## src/rtl/class_argmax_if.sv

```systemverilog
// Score-pair input stream and argmax result stream for class_argmax.
interface class_argmax_if #(
  parameter int unsigned NUM_CLASSES = 1000,
  parameter int unsigned DATA_W      = 16
);
  localparam int unsigned CLS_W = (NUM_CLASSES > 1) ? $clog2(NUM_CLASSES) : 1;

  logic              in_valid;
  logic [DATA_W-1:0] score_a;
  logic [DATA_W-1:0] score_b;
  logic              in_ready;
  logic              out_valid;
  logic [CLS_W-1:0]  out_class;
  logic [DATA_W-1:0] out_score;
  logic              out_ready;

  // Producer/consumer side
  modport master (
    output in_valid, score_a, score_b, out_ready,
    input  in_ready, out_valid, out_class, out_score
  );

  // Argmax block side
  modport slave (
    input  in_valid, score_a, score_b, out_ready,
    output in_ready, out_valid, out_class, out_score
  );
endinterface

```

## src/rtl/class_argmax.sv

```systemverilog
// Streaming argmax over NUM_CLASSES signed scores, delivered two per beat
// (even class in score_a, odd class in score_b). Ties resolve to the lower index.
module class_argmax #(
  parameter int unsigned NUM_CLASSES = 1000,
  parameter int unsigned DATA_W      = 16
) (
  input logic          clk,
  input logic          rst,
  class_argmax_if.slave bus
);
  localparam int unsigned CLS_W     = (NUM_CLASSES > 1) ? $clog2(NUM_CLASSES) : 1;
  localparam int unsigned NUM_PAIRS = NUM_CLASSES / 2;
  localparam int unsigned K_W       = (NUM_PAIRS > 1) ? $clog2(NUM_PAIRS) : 1;
  localparam logic [K_W-1:0] LAST_K = K_W'(NUM_PAIRS - 1);

  typedef enum logic [0:0] {StAccum, StDone} state_e;

  state_e             r_state;
  state_e             w_state_next;
  logic [K_W-1:0]     r_k;
  logic [DATA_W-1:0]  r_max;
  logic [CLS_W-1:0]   r_idx;
  logic [DATA_W-1:0]  r_out_score;
  logic [CLS_W-1:0]   r_out_class;

  logic               w_in_ready;
  logic               w_out_valid;
  logic               w_beat;
  logic               w_last;
  logic               w_a_wins;
  logic [DATA_W-1:0]  w_pair_max;
  logic [CLS_W-1:0]   w_pair_idx;
  logic               w_take;
  logic [DATA_W-1:0]  w_win_max;
  logic [CLS_W-1:0]   w_win_idx;

  assign w_beat = bus.in_valid & w_in_ready;
  assign w_last = (r_k == LAST_K);

  // Pair winner and running-max merge; first pair of a frame loads unconditionally
  always_comb begin
    w_a_wins   = ($signed(bus.score_a) >= $signed(bus.score_b));
    w_pair_max = w_a_wins ? bus.score_a : bus.score_b;
    w_pair_idx = CLS_W'({r_k, ~w_a_wins});
    w_take     = (r_k == '0) || ($signed(w_pair_max) > $signed(r_max));
    w_win_max  = w_take ? w_pair_max : r_max;
    w_win_idx  = w_take ? w_pair_idx : r_idx;
  end

  // State register
  always_ff @(posedge clk) begin
    if (rst) r_state <= StAccum;
    else     r_state <= w_state_next;
  end

  // Next-state: finish on the last beat, return on result handshake
  always_comb begin
    w_state_next = r_state;
    case (r_state)
      StAccum: if (w_beat && w_last) w_state_next = StDone;
      StDone:  if (bus.out_ready)     w_state_next = StAccum;
      default: w_state_next = StAccum;
    endcase
  end

  // Handshake outputs decoded from state
  always_comb begin
    w_in_ready  = 1'b0;
    w_out_valid = 1'b0;
    case (r_state)
      StAccum: w_in_ready  = 1'b1;
      StDone:  w_out_valid = 1'b1;
      default: w_in_ready  = 1'b0;
    endcase
  end

  // Pair counter, running max and result registers
  always_ff @(posedge clk) begin
    if (rst) begin
      r_k         <= '0;
      r_max       <= '0;
      r_idx       <= '0;
      r_out_score <= '0;
      r_out_class <= '0;
    end else if (w_beat) begin
      r_max <= w_win_max;
      r_idx <= w_win_idx;
      if (w_last) begin
        r_out_score <= w_win_max;
        r_out_class <= w_win_idx;
        r_k         <= '0;
      end else begin
        r_k <= r_k + 1'b1;
      end
    end
  end

  assign bus.in_ready  = w_in_ready;
  assign bus.out_valid = w_out_valid;
  assign bus.out_score = r_out_score;
  assign bus.out_class = r_out_class;
endmodule

```

## src/flat_wrapper.sv

```systemverilog
// flat-port wrapper written by rule: the top's interface ports become plain ports
module class_argmax_flat 
#(
  parameter int unsigned NUM_CLASSES = 1000,
  parameter int unsigned DATA_W      = 16
)
  (clk, rst, bus_in_valid, bus_score_a, bus_score_b, bus_out_ready, bus_in_ready, bus_out_valid, bus_out_class, bus_out_score);
  class_argmax_if #(.NUM_CLASSES(NUM_CLASSES), .DATA_W(DATA_W)) bus_i ();
  input logic clk;
  input logic rst;
  input wire logic [$bits(bus_i.in_valid)-1:0] bus_in_valid;
  input wire logic [$bits(bus_i.score_a)-1:0] bus_score_a;
  input wire logic [$bits(bus_i.score_b)-1:0] bus_score_b;
  input wire logic [$bits(bus_i.out_ready)-1:0] bus_out_ready;
  output wire logic [$bits(bus_i.in_ready)-1:0] bus_in_ready;
  output wire logic [$bits(bus_i.out_valid)-1:0] bus_out_valid;
  output wire logic [$bits(bus_i.out_class)-1:0] bus_out_class;
  output wire logic [$bits(bus_i.out_score)-1:0] bus_out_score;
  assign bus_i.in_valid = bus_in_valid;
  assign bus_i.score_a = bus_score_a;
  assign bus_i.score_b = bus_score_b;
  assign bus_i.out_ready = bus_out_ready;
  assign bus_in_ready = bus_i.in_ready;
  assign bus_out_valid = bus_i.out_valid;
  assign bus_out_class = bus_i.out_class;
  assign bus_out_score = bus_i.out_score;
  class_argmax #(.NUM_CLASSES(NUM_CLASSES), .DATA_W(DATA_W)) u_core (.clk(clk), .rst(rst), .bus(bus_i));
endmodule
```

## config.mk

```make
export PLATFORM = sky130hd
export DESIGN_NAME = class_argmax_flat
export DESIGN_NICKNAME = d
export VERILOG_FILES = /design/src/rtl/class_argmax_if.sv /design/src/rtl/class_argmax.sv /design/src/flat_wrapper.sv
export SDC_FILE = /design/constraint.sdc
export NUM_CORES = 1
export LEC_CHECK = 0
export BUFFER_PORTS_ARGS = -buffer_cell sky130_fd_sc_hd__buf_4
export CORE_UTILIZATION = 49
export CTS_CLUSTER_SIZE = 25
export DETAILED_ROUTE_END_ITERATION = 10
export GPL_TIMING_DRIVEN = 1
export HOLD_SLACK_MARGIN = 0.12
export PLACE_DENSITY_LB_ADDON = 0.08
export SYNTH_ARGS = -nofsm -noshare
export SYNTH_HDL_FRONTEND = slang
export SYNTH_SLANG_ARGS = --single-unit
```

## constraint.sdc

```tcl
create_clock -name clk -period 5.6 [get_ports clk]
set_clock_uncertainty 0.05 [all_clocks]
set_input_delay 1.12 -clock clk [delete_from_list [all_inputs] [get_ports clk]]
set_output_delay 1.12 -clock clk [all_outputs]
set_load 0.01 [all_outputs]
```

==> impl_results.md, run 1 <==
* Sw Pwr at 0.346 mW
* Minimum clock period at 5.18 ns
* Internal power at 0.817 mW
* H-tree depth at 3
* Post-CTS Resized at 0
* R2r setup slk at 2.80 ns
* Num CTS Buffers at 9
* Sw frac at 29.8%
* Multi-input logic area at 0.00223 mm2
* Maxcap violations at 0
* Crit path max fanout at 18
* Post-synth EDFFs at 0
* # setup viols final at 0
* Crit-path max cell delay at 0.56 ns
* Most used DFF post-synth: dfxtp_1
* Peak VDD IR at 0.000163 V
* Sequential share of power at 39.8%
* Tot GR Track Use at 24.2%
* Clock power frac at 37.4%
* GP Congestion at 0.843
* CP Capture Type: flop
* Register area at 0.00124 mm2
* Async S/R FF share, synth at 0%
* # hold bufs at CTS at 0
* Outcome: finished, final reports clean
* Crit-path cells: buf_4 > inv_1 > ha_1 > nand4_1 > nor3_1 > o311ai_1 > a32oi_2 > buf_4 > mux2i_1 > inv_1 > ha_1 > nand4_1 > nor4_1 > o21ai_1 > or4b_1 > nand3_2 > o221ai_1
* Startpoint types: input pin
* Synth Register Bits at 62
* Chip width at 89.9 um
* Crit Path Class: in -> reg
* Synthesized area at 0.00379 mm2
* Area grow syn2layout at 22.1%
* Netlist cell types at 54
* Grt total ovfl at 0
* Hold Fails Final Rpt at 0
* Setup crit end: u_core.bus.out_score[14]
* Vias at 3,391
* Antenna cells at 0
* Share of the synthesized area in the top cell type at 32.8%
* Clk buf depth at 2
* Hold_ws at 0.420 ns
* Worst-path clk slew at 0.07 ns
* DRC viols at 0
* LEAKAGE at 2.10 nW
* Layout cells sized above 1 at 22.2%
* Crit path from: bus_score_b[14]
* Seq/Total Area, Yosys at 32.8%
* Combinational power share at 22.8%
* Initial antenna violation count at 0
* CTS sink cnt at 62
* Worst r2r path cells at 7
* Worst Tran Pin Value at 1.05 ns
* Starting Density at 51.4%
* Syn_area_per_cell at 8.44 um2
* Cell count after synthesis at 449
* Max Slew Vio Count at 0
* Number of port buffers at 63
* DRT iter0 DRCs at 183
* Number of global-route vias before repair at 3,338
* RR Endpoint: u_core.bus.out_score[14]
* Clock latency at the later pin of the worst-skew pair at 0.34 ns
* Synth area leader: dfxtp_1
* Row Count at 31
* # nets final at 578
* Worst Hold Class: reg -> reg
* Wirelength per Cell at 15.2 um
* ANT nets after route at 0
* Unrepaired setup endpoints after global routing: false
* DR pass1 iterations at 4
* Slew HR at 30.1%
* WP data required at 5.73 ns
* Syn_nets at 519
* Main area contributors after synthesis: dfxtp_1 33%, ha_1 11%, o31ai_1 5.2%
* Period Utilization, post-route at 92.5%
* First-pass GRT wire length at 15.9 mm
* Ys Warns at 0
* DIE AREA at 0.00809 mm2
* Achievable Freq at 193 MHz
* WL final at 9.30 mm
* Crit path DAT at 5.31 ns
* Filler instances at 677
* CTS tree: built
* Post-DP HPWL at 6.41 mm
* Pin count of the biggest net entering global routing at 66
* P per Cell Area at 252 mW/mm2
* Crit path max-delay cell type: or4b_1
* Setup TNS at 0 ns
* Ports at 64
* Die Y at 89.9 um
* Root Buffer: clkbuf_8
* Setup bufs post-CTS at 0
* Via-per-instance ratio at 5.54
* Core ar. at 0.00737 mm2
* Worst r2r src: u_core.r_state
## routing by layer
metal  vias to the layer above  GRT usage [%]  wire, um
met4                         0           6.72        57
li1                       1745              -         -
met5                         -              0         0
met3                         6           4.31       532
met1                      1546           33.0      4520
met2                        94           39.1      4190
## placed cells by master (no fill, tap or decap), types with 10 or more instances in the layout
master,n
mux2i_1,16
buf_4,79
nand2_1,27
dfxtp_1,62
a21oi_1,19
nor3_1,10
nand3b_1,16
o21ai_2,10
o221ai_1,16
inv_1,51
nand4_1,16
ha_1,34
o31ai_1,26
nor2_1,39
## flip-flops by register name, indices dropped and copies added (netlist names)
name                  flops
u_core.bus.out_class     10
u_core.r_k                9
u_core.r_max             16
u_core.r_state            1
u_core.r_idx             10
u_core.bus.out_score     16
## synthesized netlist by cell type (all sizes together), types with 2 or more instances
cell type	count
nand3	5
dfxtp	62
o21a	2
ha	34
a211oi	9
nor2	39
buf	12
nor4b	2
nor4	2
o21bai	3
nand4	17
mux2i	16
o31ai	26
nor2b	5
a31oi	2
clkbuf	20
o21ai	20
xor2	4
nand2	27
inv	51
a311oi	3
nand3b	16
a21oi	19
a21o	4
nor3	11
o221ai	16
nor3b	2
xnor2	4
## worst min-delay path by stage
| stage | to | slack [ns] | start | cells past startpoint |
|---|---|---|---|---|
| after floorplan | u_core.r_idx[1] | 0.40 | u_core.r_idx[1] | 2 |
| after global placement | u_core.r_idx[6] | 0.41 | u_core.r_idx[6] | 2 |
| after detailed placement | u_core.r_idx[1] | 0.41 | u_core.r_idx[1] | 2 |
| after CTS | u_core.r_idx[1] | 0.42 | u_core.r_idx[1] | 2 |
| after global routing | u_core.r_idx[1] | 0.44 | u_core.r_idx[1] | 2 |
| final | u_core.r_idx[1] | 0.42 | u_core.r_idx[1] | 2 |
## power by group through the flow
stage	clock network, mW	logic, mW	registers, mW
after floorplan	0	0.179	0.472
after global placement	0	0.258	0.473
after detailed placement	0	0.262	0.473
after CTS	0.445	0.264	0.463
after global routing	0.465	0.296	0.465
final	0.435	0.265	0.463
## stage by stage
step                instance area, um2  total power, mW  cells  setup WS, ns  utilization (%)
floorplan                         3790            0.650    449         0.644                -
global placement                  4400            0.731    596         0.251             59.8
detailed placement                4400            0.736    596         0.135             59.8
CTS                               4630             1.17    612         0.471             62.8
global route                      4630             1.23    612        0.0447             62.8
finish                            4630             1.16    612         0.421             62.8
## critical path: cells and delay by family
family / cells / cell delay (ns)
mux: 1 / 0.41
compound gates: 4 / 0.75
buf+inv: 4 / 0.53
fa+ha+maj: 2 / 0.58
simple gates: 6 / 1.90
## area by class of cell
type,instances,share of cell area [%]
clock buffers,9,2.68
clock inverters,7,2.11
inverters,51,4.14
multi-input cells,304,48.3
flip-flops and latches,62,26.8
well taps,99,2.68
repair buffers,80,13.3
## cells by family after synthesis
| kind of cell | share of synthesized area, % |
|---|---|
| AND/OR/NAND/NOR | 18.4 |
| AO/OA/AOI/OAI | 22.6 |
| buffers and inverters | 8.88 |
| flip-flops | 32.8 |
| adder cells (fa/ha/maj) | 11.2 |
| multiplexers | 4.23 |
| XOR/XNOR | 1.85 |
Note: power is estimated with default switching activity, not from simulation.
==> run 2, diff against run 1 <==
REMOVE_ABC_BUFFERS = 1   (was not set)
==> run 2 against run 1 <==
First-iteration DRC count grew 13%; combinational power increased by 7.5%; clock power decreased by 5.5%; largest power group unchanged; non-clock buffer count grew 15; sequential cell count is the same; via count grew 5.1%; global-route usage rose by 0.78 points; largest cell class unchanged; critical endpoint is now u_core.bus.out_class[1].
==> impl_results.md, run 2 (same netlist as run 1, synthesis figures left out) <==
* First-pass GRT wire length at 16.4 mm
* Die Y at 89.9 um
* CP Buf/Inv Count at 6
* Crit path max fanout at 22
* Num CTS Buffers at 9
* Design area at 0.00475 mm2
* Minimum clock period at 5.08 ns
* DRT iter0 DRCs at 207
* Worst Tran Pin Value at 1.10 ns
* Crit path max-delay cell type: a2111oi_0
* Crit-path max cell delay at 0.61 ns
* Starting Density at 51.4%
* Area grow syn2layout at 25.2%
* Number of global-route vias before repair at 3,477
* GP Congestion at 0.853
* Crit path DAT at 5.28 ns
* Delay-heaviest family, CP: compound AO/OA/AOI/OAI gates
* # setup viols final at 0
* Worst-path clk slew at 0.08 ns
* Unrepaired setup endpoints after global routing: false
* Pre-CTS setup slack at 0.233 ns
* CP Capture Type: flop
* Row Count at 31
* Hold_ws at 0.424 ns
* Peak VDD IR at 0.000173 V
* DRC viols at 0
* Setup bufs post-CTS at 0
* CTS tree: built
* Grt total ovfl at 0
* P per Cell Area at 244 mW/mm2
* # nets final at 593
* Clk buf depth at 2
* Pin count of the biggest net entering global routing at 66
* CTS sink cnt at 62
* WL final at 9.65 mm
* Outcome: finished, final reports clean
* Initial antenna violation count at 0
* Clock latency at the later pin of the worst-skew pair at 0.35 ns
* Placed Instances at 611
* Via-per-instance ratio at 5.68
* Filler instances at 672
* Tot GR Track Use at 24.9%
* ANT nets after route at 0
* Number of port buffers at 63
* Layout cells sized above 1 at 24.4%
* Root Buffer: clkbuf_8
* Hold Fails Final Rpt at 0
* Post-CTS Resized at 0
* Antenna cells at 0
* Crit Path Class: in -> reg
* Vias at 3,563
* Multi-input logic area at 0.00223 mm2
* Max Slew Vio Count at 0
* Commonest non-fill, non-tap cells in the layout: 92 x buf_4, 62 x dfxtp_1, 51 x inv_1, 39 x nor2_1, 34 x ha_1
* Total power at 1.16 mW
* Utilization after layout at 64.4%
* DR pass1 iterations at 5
* # hold bufs at CTS at 0
* Slew HR at 26.7%
* DP Area at 0.00454 mm2
* Startpoint types: input pin
* Register area at 0.00124 mm2
* LEAKAGE at 2.18 nW
* H-tree depth at 3
* Setup TNS at 0 ns
* PnR worst setup slack at 0.523 ns
* Worst Hold Class: reg -> reg
* Core ar. at 0.00737 mm2
* Ports at 64
* Most common cell after layout, fill and taps aside: buf_4
* Maxcap violations at 0
* Chip width at 89.9 um
* DIE AREA at 0.00809 mm2
* Period Utilization, post-route at 90.7%
* Achievable Freq at 197 MHz
* Post-Layout Cell Count at 627
* Crit-path cells: buf_4 > inv_1 > ha_1 > a21o_1 > a2111oi_0 > a32oi_2 > buf_12 > mux2i_1 > inv_1 > ha_1 > nand4_1 > nor4_1 > o21ai_1 > buf_4 > nor4b_4 > buf_12 > o21ai_1 > a311oi_1
* Post-DP HPWL at 6.85 mm
* Wirelength per Cell at 15.4 um
* WP data required at 5.80 ns
-- run 2: cell types whose count changed in the layout (fill, tap and decap cells not counted), sizes merged --
cell / change
buf: +15
bufinv: -1
inv: +2
clkinvlp: -1
-- run 2: final cells by class --
| cell class | count | area share [%] |
|---|---|---|
| Multi-Input combinational cell | 304 | 47.1 |
| Sequential cell | 62 | 26.2 |
| Timing Repair Buffer | 95 | 15.8 |
| Inverter | 51 | 4.03 |
| Clock buffer | 9 | 2.61 |
| Tap cell | 99 | 2.61 |
| Clock inverter | 7 | 1.69 |
-- run 2: layer usage --
layer	GRT usage (%)	wire length, um	vias to the layer above
met5	0	0	-
met4	8.60	143	0
met3	5.08	473	15
met2	39.7	4410	115
met1	33.6	4620	1663
li1	-	-	1770
-- run 2: final timing paths --
path	start	end	slack (ns)	cells after the start
worst min register to register	u_core.r_idx[8]	u_core.r_idx[8]	0.42	2
worst max-delay path	bus_score_b[13]	u_core.bus.out_class[1]	0.52	18
worst min-delay path	u_core.r_idx[8]	u_core.r_idx[8]	0.42	2
worst max register to register	u_core.r_max[7]	u_core.bus.out_class[1]	2.94	10
-- run 2: power by group --
| group | internal (mW) | switching [mW] | total (mW) |
|---|---|---|---|
| clock network | 0.211 | 0.200 | 0.411 |
| logic | 0.124 | 0.160 | 0.285 |
| registers | 0.457 | 0.00691 | 0.463 |
-- run 2: worst min-delay path, stage by stage (launching register included) --
cell and delay (ns):
dfxtp_1 0.31, o31ai_1 0.06, a21oi_1 0.06
==> run 3, diff against run 2 <==
CORE_ASPECT_RATIO = 0.6   (was not set)
CTS_BUF_LIST = sky130_fd_sc_hd__clkbuf_8   (was not set)
SKIP_CTS_REPAIR_TIMING = 1   (was not set)
==> run 3 against run 2 <==
Clock power is 4.9% lower; sequential power barely moved; critical endpoint is now u_core.r_max[4]; count of clock-buffer cells in the layout is 1 higher; first-iteration DRC count rose by 41%; final area is 1.4% lower; combinational power barely moved.
==> impl_results.md, run 3 (same netlist as run 1, synthesis figures left out) <==
* Total power at 1.14 mW
* Top sig layer: met4
* Post-DP HPWL at 7.32 mm
* DR pass1 iterations at 5
* Initial antenna violation count at 0
* Worst Tran Pin Value at 1.11 ns
* Most used cell, CP: buf_4
* Most common cell after layout, fill and taps aside: buf_4
* CP Capture Type: flop
* Crit path from: bus_score_b[13]
* Layout cells sized above 1 at 23.7%
* M1 WL at 5.37 mm
* # setup viols final at 0
* Grt total ovfl at 0
* Pin count of the biggest net entering global routing at 66
* Vias at 3,575
* Outcome: finished, final reports clean
* Worst Hold Class: reg -> reg
* Number of global-route vias before repair at 3,391
* Wirelength per Cell at 16.3 um
* RR Endpoint: u_core.r_max[4]
* Hold Fails Final Rpt at 0
* LEAKAGE at 2.15 nW
* Met2 WL post-DR at 4.06 mm
* Unrepaired setup endpoints after global routing: false
* Area grow syn2layout at 23.4%
* Period Utilization, post-route at 93.2%
* WP data required at 5.83 ns
* Core ar. at 0.00736 mm2
* DIE AREA at 0.00810 mm2
* Crit Path Class: in -> reg
* WL met3 at 762 um
* Crit path max-delay cell type: a2111oi_0
* Hold_sp: u_core.r_idx[8]
* Delay-heaviest family, CP: compound AO/OA/AOI/OAI gates
* Antenna cells at 0
* CTS sink cnt at 62
* Crit path DAT at 5.45 ns
* Max Slew Vio Count at 0
* DRC viols at 0
* Num CTS Buffers at 9
* Commonest non-fill, non-tap cells in the layout: 92 x buf_4, 62 x dfxtp_1, 52 x inv_1, 39 x nor2_1, 34 x ha_1
* WL final at 10.2 mm
* Ports at 64
* Startpoint types: input pin
* GP Congestion at 0.841
* CTS tree: built
* Row Count at 24
* Root Buffer: clkbuf_8
* Tot GR Track Use at 27.6%
* WP depth at 18
* Via-per-instance ratio at 5.69
* R2r setup slk at 2.83 ns
* Setup TNS at 0 ns
* Peak VDD IR at 0.000136 V
* Worst r2r src: u_core.r_max[15]
* First-pass GRT wire length at 17.0 mm
* ANT nets after route at 0
* Minimum clock period at 5.22 ns
* DRT iter0 DRCs at 291
* Worst r2r path cells at 10
* Maxcap violations at 0
* Crit-path cells: buf_4 > inv_1 > ha_1 > a21o_1 > a2111oi_0 > a32oi_2 > buf_4 > mux2i_1 > inv_1 > ha_1 > nand4_2 > or2_1 > a211oi_4 > nor4b_4 > buf_4 > or4_1 > buf_4 > o21ai_1
* Achievable Freq at 192 MHz
* Setup crit end: u_core.r_max[4]
* Starting Density at 51.5%
* Clock latency at the later pin of the worst-skew pair at 0.35 ns
* Clk buf depth at 2
* P per Cell Area at 243 mW/mm2
* Chip width at 116 um
* Slew HR at 25.7%
* Crit path max fanout at 16
* # nets final at 590
* Die Y at 70.1 um
* Number of port buffers at 63
* Worst-path clk slew at 0.07 ns
* H-tree depth at 3
* Crit-path max cell delay at 0.55 ns
* CP Buf/Inv Count at 6
-- run 3: changes by cell type in the layout (fill, tap and decap cells not counted) --
cell and change:
buf_12 -3, clkbuf_8 +1, clkinv_2 +1, clkinv_4 -1, inv_1 +1, inv_6 -2, inv_8 -1
-- run 3: area by class of cell --
class | count | area [um2]
inverter | 51 | 191
tap | 104 | 130
clock inverter | 5 | 51.3
fill | 677 | 2680
sequential | 62 | 1240
clock buffer | 10 | 138
multi-input combinational | 304 | 2230
timing repair buffer | 92 | 691
-- run 3: worst min-delay path by stage --
stage	depth (start not counted)	to
2_1_floorplan	2	u_core.r_idx[1]
3_3_place_gp	2	u_core.r_idx[3]
3_5_place_dp	2	u_core.r_idx[9]
4_1_cts	2	u_core.r_idx[9]
5_1_grt	2	u_core.r_idx[9]
6_report	2	u_core.r_idx[8]
-- run 3: per-stage QoR --
| step | hold slack [ns] | instance area (um2) | cells | utilization (%) | setup WS, ns |
|---|---|---|---|---|---|
| 2_1_floorplan | 0.391 | 3640 | 417 | - | -1.52 |
| 3_3_place_gp | 0.406 | 4490 | 613 | 61.0 | 0.144 |
| 3_5_place_dp | 0.410 | 4490 | 613 | 61.0 | 0.0331 |
| 4_1_cts | 0.420 | 4680 | 628 | 63.6 | 0.388 |
| 5_1_grt | 0.451 | 4680 | 628 | 63.6 | 0.00359 |
| 6_report | 0.419 | 4680 | 628 | 63.6 | 0.380 |
-- run 3: per-layer routing --
layer	track usage (%)	vias up
met1	41.6	1671
li1	-	1763
met4	6.35	0
met3	7.38	7
met2	38.4	134
met5	0	-
-- run 3: worst min-delay path, delay by kind of cell, from the launching register on --
| family | cells | cell delay [ns] |
|---|---|---|
| compound gates | 2 | 0.12 |
| flops | 1 | 0.31 |
-- run 3: where the power goes --
part / switching, mW / internal (mW) / leakage, nW
logic: 0.164 / 0.118 / 1.55
clock network: 0.179 / 0.212 / 0.0993
registers: 0.00711 / 0.457 / 0.503
total: 0.350 / 0.787 / 2.15
